## src/rtl/traffic_pkg.sv

```systemverilog
// Types shared by the intersection sequencer and the left-turn light it drives.
package traffic_pkg;

  typedef enum logic [1:0] {
    GREEN        = 2'b00,
    YELLOW       = 2'b01,
    RED          = 2'b10,
    FLASH_YELLOW = 2'b11
  } color_t;

  typedef enum logic [2:0] {
    ALL_RED     = 3'd0,
    THRU_GREEN  = 3'd1,
    THRU_YELLOW = 3'd2,
    PED_WALK    = 3'd3,
    LEFT        = 3'd4,
    FAULT       = 3'd5
  } phase_t;

  typedef enum logic [1:0] {
    SRV_THRU = 2'd0,
    SRV_PED  = 2'd1,
    SRV_LEFT = 2'd2
  } served_t;

  function automatic int unsigned max_u(input int unsigned a, input int unsigned b);
    return (a > b) ? a : b;
  endfunction

  function automatic color_t thru_color_of(input phase_t p);
    case (p)
      THRU_GREEN:  return GREEN;
      THRU_YELLOW: return YELLOW;
      FAULT:       return FLASH_YELLOW;
      default:     return RED;
    endcase
  endfunction

endpackage

```

## src/rtl/phase_timer.sv

```systemverilog
// Loadable down-counter holding the dwell remaining in the current phase.
module phase_timer #(
  parameter int unsigned    W         = 8,
  parameter logic [W-1:0]   RESET_VAL = {W{1'b0}}
) (
  input  logic         clk,
  input  logic         reset,
  input  logic         load_i,
  input  logic [W-1:0] load_val_i,
  input  logic         dec_i,
  output logic         zero_o
);

  logic [W-1:0] count_q;
  logic [W-1:0] count_d;

  // Load wins over decrement; the count parks at zero.
  always_comb begin
    count_d = count_q;
    if (load_i) begin
      count_d = load_val_i;
    end else if (dec_i && (count_q != {W{1'b0}})) begin
      count_d = count_q - W'(1);
    end else begin
      count_d = count_q;
    end
  end

  // Count register.
  always_ff @(posedge clk or posedge reset) begin
    if (reset) begin
      count_q <= RESET_VAL;
    end else begin
      count_q <= count_d;
    end
  end

  assign zero_o = (count_q == {W{1'b0}});

endmodule

```

## src/rtl/intersection_sequencer.sv

```systemverilog
// Phase controller arbitrating through traffic, pedestrian walk and the left-turn
// phase; drives the left-turn light and watches its colour to end the left phase.
module intersection_sequencer
  import traffic_pkg::*;
#(
  parameter int unsigned ALL_RED_TIME     = 2,
  parameter int unsigned THRU_MIN_TIME    = 8,
  parameter int unsigned THRU_MAX_TIME    = 20,
  parameter int unsigned THRU_YELLOW_TIME = 3,
  parameter int unsigned WALK_TIME        = 6,
  parameter int unsigned LEFT_TIMEOUT     = 32
) (
  input  logic       clk,
  input  logic       reset,
  input  logic       left_sensor,
  input  logic       ped_req,
  input  logic       night_mode,
  input  logic [1:0] left_color,
  output logic       left_start,
  output logic       left_flash,
  output logic [1:0] thru_color,
  output logic       ped_walk,
  output logic       ped_ack,
  output logic       fault,
  output logic [2:0] phase
);

  localparam int unsigned CW = $clog2(max_u(max_u(THRU_MAX_TIME, LEFT_TIMEOUT),
                                  max_u(max_u(ALL_RED_TIME, THRU_YELLOW_TIME), WALK_TIME)) + 1);
  localparam logic [CW-1:0] AR_LD  = CW'(ALL_RED_TIME - 1);
  localparam logic [CW-1:0] TG_LD  = CW'(THRU_MAX_TIME - 1);
  localparam logic [CW-1:0] TY_LD  = CW'(THRU_YELLOW_TIME - 1);
  localparam logic [CW-1:0] PW_LD  = CW'(WALK_TIME - 1);
  localparam logic [CW-1:0] MIN_M1 = CW'(THRU_MIN_TIME - 1);
  localparam logic [CW-1:0] LT_M1  = CW'(LEFT_TIMEOUT - 1);

  phase_t        state_q, state_d;
  served_t       served_q, served_d;
  logic          ped_pend_q, ped_pend_d, left_pend_q, left_pend_d;
  logic          seen_nonred_q, seen_nonred_d, left_flash_q, left_flash_d;
  logic          ped_walk_q, left_start_q, ped_ack_q, fault_q;
  logic [1:0]    thru_color_q;
  logic [CW-1:0] elapsed_q, elapsed_d, dwell_ld_s;
  logic          dwell_zero_s, entering_s;

  phase_timer #(.W(CW), .RESET_VAL(AR_LD)) u_dwell (
    .clk        (clk),
    .reset      (reset),
    .load_i     (entering_s),
    .load_val_i (dwell_ld_s),
    .dec_i      (1'b1),
    .zero_o     (dwell_zero_s)
  );

  // Next phase selection.
  always_comb begin
    state_d = state_q;
    case (state_q)
      ALL_RED: begin
        if (!dwell_zero_s) begin
          state_d = ALL_RED;
        end else if (served_q == SRV_THRU && ped_pend_q) begin
          state_d = PED_WALK;
        end else if (served_q != SRV_LEFT && left_pend_q) begin
          state_d = LEFT;
        end else begin
          state_d = THRU_GREEN;
        end
      end
      THRU_GREEN: begin
        if (dwell_zero_s || ((elapsed_q >= MIN_M1) && (ped_pend_q || left_pend_q))) begin
          state_d = THRU_YELLOW;
        end else begin
          state_d = THRU_GREEN;
        end
      end
      THRU_YELLOW, PED_WALK: begin
        if (dwell_zero_s) begin
          state_d = ALL_RED;
        end else begin
          state_d = state_q;
        end
      end
      // A completed cycle on the left light beats the timeout in the same cycle.
      LEFT: begin
        if (seen_nonred_q && (left_color == RED)) begin
          state_d = ALL_RED;
        end else if (elapsed_q == LT_M1) begin
          state_d = FAULT;
        end else begin
          state_d = LEFT;
        end
      end
      FAULT:   state_d = FAULT;
      default: state_d = ALL_RED;
    endcase
  end

  // Entry-time bookkeeping: dwell reload, demand latches, left-phase flags.
  always_comb begin
    entering_s = (state_d != state_q);
    case (state_d)
      ALL_RED:     dwell_ld_s = AR_LD;
      THRU_GREEN:  dwell_ld_s = TG_LD;
      THRU_YELLOW: dwell_ld_s = TY_LD;
      PED_WALK:    dwell_ld_s = PW_LD;
      default:     dwell_ld_s = {CW{1'b0}};
    endcase
    served_d = served_q;
    if (entering_s) begin
      case (state_d)
        THRU_GREEN: served_d = SRV_THRU;
        PED_WALK:   served_d = SRV_PED;
        LEFT:       served_d = SRV_LEFT;
        default:    served_d = served_q;
      endcase
    end else begin
      served_d = served_q;
    end
    if (entering_s && state_d == PED_WALK) begin
      ped_pend_d = 1'b0;
    end else if (ped_req && state_q != PED_WALK && state_q != FAULT) begin
      ped_pend_d = 1'b1;
    end else begin
      ped_pend_d = ped_pend_q;
    end
    if (entering_s && state_d == LEFT) begin
      left_pend_d = 1'b0;
    end else if (left_sensor) begin
      left_pend_d = 1'b1;
    end else begin
      left_pend_d = left_pend_q;
    end
    if (entering_s && state_d == LEFT) begin
      seen_nonred_d = 1'b0;
      left_flash_d  = night_mode;
    end else if (state_d == LEFT) begin
      seen_nonred_d = seen_nonred_q | (left_color != RED);
      left_flash_d  = left_flash_q;
    end else begin
      seen_nonred_d = 1'b0;
      left_flash_d  = 1'b0;
    end
    if (entering_s) begin
      elapsed_d = {CW{1'b0}};
    end else if (elapsed_q != {CW{1'b1}}) begin
      elapsed_d = elapsed_q + CW'(1);
    end else begin
      elapsed_d = elapsed_q;
    end
  end

  // State and registered Moore outputs decoded from the next phase.
  always_ff @(posedge clk or posedge reset) begin
    if (reset) begin
      state_q       <= ALL_RED;
      served_q      <= SRV_THRU;
      ped_pend_q    <= 1'b0;
      left_pend_q   <= 1'b0;
      seen_nonred_q <= 1'b0;
      left_flash_q  <= 1'b0;
      elapsed_q     <= {CW{1'b0}};
      thru_color_q  <= RED;
      ped_walk_q    <= 1'b0;
      left_start_q  <= 1'b0;
      ped_ack_q     <= 1'b0;
      fault_q       <= 1'b0;
    end else begin
      state_q       <= state_d;
      served_q      <= served_d;
      ped_pend_q    <= ped_pend_d;
      left_pend_q   <= left_pend_d;
      seen_nonred_q <= seen_nonred_d;
      left_flash_q  <= left_flash_d;
      elapsed_q     <= elapsed_d;
      thru_color_q  <= thru_color_of(state_d);
      ped_walk_q    <= (state_d == PED_WALK);
      left_start_q  <= (state_d == LEFT);
      ped_ack_q     <= entering_s && (state_d == PED_WALK);
      fault_q       <= fault_q | (state_d == FAULT);
    end
  end

  assign phase      = state_q;
  assign thru_color = thru_color_q;
  assign ped_walk   = ped_walk_q;
  assign left_start = left_start_q;
  assign left_flash = left_flash_q;
  assign ped_ack    = ped_ack_q;
  assign fault      = fault_q;

endmodule
```

## config.mk

```make
export PLATFORM = sky130hd
export DESIGN_NAME = intersection_sequencer
export DESIGN_NICKNAME = d
export VERILOG_FILES = /design/src/rtl/traffic_pkg.sv /design/src/rtl/phase_timer.sv /design/src/rtl/intersection_sequencer.sv
export SDC_FILE = /design/constraint.sdc
export NUM_CORES = 1
export LEC_CHECK = 0
export CAP_MARGIN = 30
export CORE_MARGIN = 4
export CORE_UTILIZATION = 35
export CTS_CLUSTER_SIZE = 14
export DETAILED_ROUTE_END_ITERATION = 8
export HOLD_SLACK_MARGIN = 0.02
export PLACE_DENSITY = 0.53
export SETUP_SLACK_MARGIN = 0.05
export SYNTH_ARGS = -nofsm -noshare
export SYNTH_HDL_FRONTEND = slang
export SYNTH_SLANG_ARGS = --single-unit
```

## constraint.sdc

```tcl
create_clock -name clk -period 2.45 [get_ports clk]
set_input_delay 0.3675 -clock clk [delete_from_list [all_inputs] [get_ports clk]]
set_output_delay 0.3675 -clock clk [all_outputs]
set_load 0.02 [all_outputs]
```

==> flow_metrics.py, run 1 <==
metrics = {
    "critical_path": {
        "cp.required_ns": 2.62,
        "crit_path_end_kind": "register",
        "setup.worst_path.start_class": "register",
        "critPathKind": "reg2reg",
        "crit_fanout": 12,
        "arrival_ns": 2.48,
    },
    "sta": {
        "fmax_mhz": 431,
        "finalCriticalPeriod_ns": 2.32,
        "fin_worst_hold_slack_ns": 0.460,
        "clock_skew_ns": 0.00298,
        "worst_pin_slew_ns": 0.559,
        "setup_viol": 0,
        "drv_slew": 0,
        "tns_ns": 0,
        "timing.final.crit_share_pct": 94.6,
        "rsz0062_at_grt": "true",
        "setup_ws_ns": 0.132,
        "slew_headroom_pct": 62.6,
        "hold_viol": 0,
    },
    "layout": {
        "drive_above_1_share_pct": 14.2,
        "n_antenna_cell": 0,
        "area_growth_pct": 17.3,
        "multi_input_area_um2": 769,
        "nFillCells": 403,
        "layout.area.seq_um2": 678,
        "final_nets": 180,
        "final_area_mm2": 0.00176,
    },
    "logic_synthesis": {
        "yosys_warnings": 0,
        "yosys.area.top_type": "dfrtp_1",
        "yosysMostFrequentCell": "dfrtp_1",
        "synthArstFlopShare_pct": 100,
        "synth_flop_cell": "dfrtp_1",
        "synthTopCellsByCount": "dfrtp_1, nor2_1, a21oi_1, nand2_1, inv_1",
        "synth_area_leaders": "dfrtp_1, a21oi_1, dfstp_2",
        "syn_avg_cell_area_um2": 9.94,
        "synth-edff-count": 0,
        "synth_seq_area_share_pct": 45.2,
        "ys_ff_latch": 27,
        "ys_types": 48,
        "syn-num-nets": 161,
        "yosysTopAreaCellShare_pct": 41.7,
        "syn_inst": 151,
        "mappedNetlistArea_mm2": 0.00150,
    },
    "global_route": {
        "antenna_found_initial": 0,
        "grt.total_usage_pct": 13.5,
        "grtUsageMet1_pct": 17.7,
        "grt_pass1_vias": 1209,
        "grt.busiest_layer": "met2",
        "grt_max_degree": 28,
        "grt_use_met3_pct": 2.33,
        "grt_overflow_total": 0,
        "grt_util_met2_pct": 23.0,
        "grt_first_pass_wirelength_um": 5740,
    },
    "cts": {
        "clockRootBuffer": "clkbuf_8",
        "cts_resized": 0,
        "clock_path_buffers": 2,
        "tritoncts": "built",
        "postCtsHoldBufs": 0,
        "clkTransAtPathRegs_ns": 0.09,
        "h-tree-depth": 1,
        "clk_latency_ns": 0.27,
        "cts.sinks": 27,
        "cts-buffers-inserted": 3,
    },
    "place": {
        "place_worst_setup_slack_ns": 0.136,
        "place_hpwl_um": 2560,
        "portBuffers": 16,
        "gp_congestion": 0.813,
        "place_area_mm2": 0.00172,
    },
    "hold_path": {
        "hold_class": "in2async",
    },
    "floorplan": {
        "start_util_pct": 36.7,
        "dieHeight_um": 73.5,
        "coreArea_mm2": 0.00409,
        "placementRows": 23,
        "die-area_mm2": 0.00540,
        "dieWidth_um": 73.5,
        "ios": 17,
    },
    "routing": {
        "drt_wl_total_um": 3340,
        "drtPass1Iterations": 4,
        "drc": 0,
        "vias": 1178,
        "drt-initial-drc-count": 30,
        "via_per_inst": 5.38,
        "postRouteAntennaNets": 0,
        "wl_per_cell_um": 15.2,
    },
    "power_and_ir_drop": {
        "p_leak_nw": 0.776,
        "power_w": 0.000717,
        "powerDensity_mw_per_mm2": 407,
        "ir_drop_mv": 0.219,
    },
    "job": {
        "cap_violations": 0,
    },
    "status": {
        "status": "finished clean",
    },
}
stage by stage:
stage	cells	utilization, %
detailed placement	215	42.0
CTS	219	43.1
global placement	215	42.0
floorplan	151	-
global route	219	43.1
finish	219	43.1
final timing paths:
path | depth (start not counted) | endpoint | slack (ns) | start
worst min register to register | 1 | fault | 0.48 | fault
min in group clk | 1 | fault | 0.48 | fault
max in group asynchronous | 3 | thru_color[1] | 1.68 | reset
worst min-delay path | 3 | thru_color[0] | 0.46 | reset
worst max-delay path | 7 | u_dwell.count_q[2] | 0.13 | u_dwell.count_q[0]
worst max register to register | 7 | u_dwell.count_q[2] | 0.13 | u_dwell.count_q[0]
per-layer routing:
layer	vias up	wire, µm
li1	583	-
met1	578	1530
met2	13	1710
met3	4	70
met4	0	31
met5	-	0
critical path: stages (launching register included):
cell	delay, ns
dfstp_2	0.54
inv_1	0.08
ha_1	0.24
nor2b_1	0.19
a31o_2	0.24
a21o_2	0.21
or3_4	0.46
o22a_2	0.24
cells in the final DEF (no fill, tap or decap), types with 3 or more instances in the layout:
cell type and instances:
xnor2_1 3, and3_1 3, ha_1 3, nand3_1 4
a21oi_1 11, a21o_1 3, nand4_1 4, clkbuf_8 3
o21ai_0 5, nor2_1 14, nand2_1 11, nand3b_1 3
or2_2 3, inv_1 7, clkdlybuf4s50_1 16, nor3_1 4
nor3b_1 5, dfrtp_1 25
timing repair:
item / in CTS / in global routing
buffers inserted: 0 / 0
hold endpoints to repair: 0 / 0
setup endpoints to repair: 0 / 1
area by class of cell:
class | count | area share (%)
Timing Repair Buffer | 18 | 9.95
Tap cell | 50 | 3.55
Multi-Input combinational cell | 112 | 43.7
Sequential cell | 27 | 38.5
Clock buffer | 4 | 2.56
Inverter | 8 | 1.71
sequential cells by signal, summed over array words and instances (netlist names):
signal,cells
elapsed_q,6
seen_nonred_q,1
served_q,2
phase,3
u_dwell.count_q,6
left_flash,1
ped_walk,1
ped_pend_q,1
left_start,1
thru_color,2
ped_ack,1
left_pend_q,1
fault,1
cell families after synthesis:
logic type	count (synthesis)	synth area share, %
fa+ha+maj	3	2.50
xor+xnor	5	2.92
mux	2	1.33
compound gates	38	20.2
buf+inv	12	3.50
simple gates	64	24.4
flops	27	45.2
report_power, final:
part | internal [W] | switching, W
combinational | 0.0000105 | 0.0000109
clock | 0.000116 | 0.000134
sequential | 0.000445 | 0.0000000000000000000591
(Power assumes the default switching activity.)
==> inputs of run 2 (changes only) <==
--- a/config.mk
+++ b/config.mk
@@ -10,8 +10,9 @@
 export CORE_UTILIZATION = 35
 export CTS_CLUSTER_SIZE = 14
 export DETAILED_ROUTE_END_ITERATION = 8
+export DONT_BUFFER_PORTS = 1
 export HOLD_SLACK_MARGIN = 0.02
-export PLACE_DENSITY = 0.53
+export PLACE_DENSITY = 0.5
 export SETUP_SLACK_MARGIN = 0.05
 export SYNTH_ARGS = -nofsm -noshare
 export SYNTH_HDL_FRONTEND = slang
==> constraint.sdc (replaced) <==
create_clock -name clk -period 2 [get_ports clk]
set_input_delay 0.3 -clock clk [delete_from_list [all_inputs] [get_ports clk]]
set_output_delay 0.3 -clock clk [all_outputs]
set_load 0.02 [all_outputs]
==> flow_metrics.py, run 2 (synthesized netlist as in run 1, its figures left out) <==
metrics = {
    "routing": {
        "drt-initial-drc-count": 53,
        "drt_wl_total_um": 3690,
        "drc": 0,
        "drtPass1Iterations": 5,
        "via_per_inst": 5.41,
        "vias": 1244,
        "wl_per_cell_um": 16.0,
        "postRouteAntennaNets": 0,
    },
    "layout": {
        "final_cell_mix": "buf_4, dfrtp_1, nor2_1, nand2_1, a21oi_1",
        "final_area_mm2": 0.00192,
        "n_antenna_cell": 0,
        "area_growth_pct": 28.0,
        "final_nets": 191,
        "final_util_pct": 47.0,
        "drive_above_1_share_pct": 36.7,
        "nFillCells": 389,
        "final_common_cell": "buf_4",
    },
    "cts": {
        "clock_path_buffers": 2,
        "cts.sinks": 27,
        "cts-buffers-inserted": 3,
        "clockRootBuffer": "clkbuf_8",
        "tritoncts": "built",
        "h-tree-depth": 1,
        "clk_latency_ns": 0.28,
        "clkTransAtPathRegs_ns": 0.10,
    },
    "sta": {
        "fmax_mhz": 494,
        "timing.final.crit_share_pct": 101,
        "tns_ns": -0.0378,
        "finalCriticalPeriod_ns": 2.02,
        "worst_pin_slew_ns": 0.438,
        "setup_ws_ns": -0.0233,
        "setup_viol": 5,
        "hold_viol": 0,
        "slew_headroom_pct": 70.8,
        "drv_slew": 0,
        "clock_skew_ns": 0.00410,
        "rsz0062_at_grt": "true",
    },
    "global_route": {
        "antenna_found_initial": 0,
        "grt.total_usage_pct": 14.7,
        "grt_first_pass_wirelength_um": 6090,
        "grt_overflow_total": 0,
        "grt_max_degree": 18,
        "grt_pass1_vias": 1253,
    },
    "critical_path": {
        "critPathKind": "reg2reg",
        "cp.required_ns": 2.18,
        "critPathBufInv": 1,
        "crit_fanout": 5,
        "arrival_ns": 2.21,
        "crit_path_end_kind": "register",
        "cpPeakStageDelay_ns": 0.55,
        "cpMaxStageDelayCell": "dfstp_2",
        "crit_family": "compound AO/OA/AOI/OAI gates",
        "setup.worst_path.start_class": "register",
        "path_cells": "inv_2 > ha_4 > nor2b_4 > a31o_2 > a21o_2 > or3_4 > o22a_2",
    },
    "place": {
        "place_area_mm2": 0.00178,
        "place_hpwl_um": 2830,
        "gp_congestion": 0.849,
        "portBuffers": 0,
    },
    "floorplan": {
        "start_util_pct": 36.7,
        "dieHeight_um": 73.5,
        "coreArea_mm2": 0.00409,
        "dieWidth_um": 73.5,
        "placementRows": 23,
        "die-area_mm2": 0.00540,
        "ios": 17,
    },
    "power_and_ir_drop": {
        "p_leak_nw": 0.885,
        "ir_drop_mv": 0.226,
        "powerDensity_mw_per_mm2": 460,
    },
    "status": {
        "failed_checks": "negative setup slack",
        "status": "finished with violations",
    },
    "hold_path": {
        "hold_class": "in2reg",
    },
    "job": {
        "cap_violations": 0,
    },
}
-- run 2: cell types whose count changed in the layout (fill, tap and decap cells not counted), moves of 3 or more --
cell / delta
nor2_2: +3
clkdlybuf4s50_1: -16
nor2_1: -3
buf_4: +24
-- run 2: worst reg2reg max path: stages (launching register included) --
cell     delay (ns)
dfstp_2        0.55
inv_2          0.05
ha_4           0.16
nor2b_4        0.13
a31o_2         0.20
a21o_2         0.20
or3_4          0.40
o22a_2         0.23
-- run 2: cell type report --
cell class | count | area, µm² | area share [%]
clock buffer | 3 | 41.3 | 2.15
clock inverter | 1 | 5.00 | 0.261
inverter | 8 | 30.0 | 1.56
multi-input combinational | 113 | 887 | 46.2
sequential | 27 | 678 | 35.3
tap | 50 | 62.6 | 3.26
timing repair buffer | 28 | 216 | 11.3
-- run 2: worst paths after layout --
path	start	end	slack, ns	depth (start not counted)
setup / recovery	u_dwell.count_q[0]	u_dwell.count_q[2]	-0.02	7
hold / removal	night_mode	left_flash	0.13	2
setup reg to reg	u_dwell.count_q[0]	u_dwell.count_q[2]	-0.02	7
hold reg to reg	served_q[0]	served_q[0]	0.54	1
max in group asynchronous	reset	thru_color[1]	0.91	3
min in group asynchronous	reset	elapsed_q[4]	0.45	2
-- run 2: metal layers --
metal / track usage, % / wire, µm
met5: 0 / 0
met4: 5.43 / 64
met3: 2.60 / 153
met2: 23.1 / 1770
met1: 20.1 / 1700
-- run 2: per-stage QoR --
stage	power (W)	setup slack [ns]	instances	hold WS, ns
6_report	0.000884	-0.0233	230	0.132
5_1_grt	0.000923	-0.0743	230	0.137
4_1_cts	0.000900	-0.0300	230	0.124
3_5_place_dp	0.000571	-0.0355	223	0.218
3_3_place_gp	0.000571	-0.00191	223	0.210
2_1_floorplan	0.000566	0.0482	151	0.351
-- run 2: power by group --
part / switching, W / internal (W) / total, W
Clock: 0.000183 / 0.000140 / 0.000323
Sequential: 0.0000000000000000000779 / 0.000546 / 0.000546
Combinational: 0.0000116 / 0.00000397 / 0.0000156
-- run 2: timing repair --
action / CTS / global route
gates cloned: 1 / 0
hold endpoints to repair: 10 / 0
pin swaps: 1 / 4
setup buffers: 1 / 0
resized for setup: 7 / 9
hold buffers: 1 / 0
endpoints found under the setup margin: 11 / 18
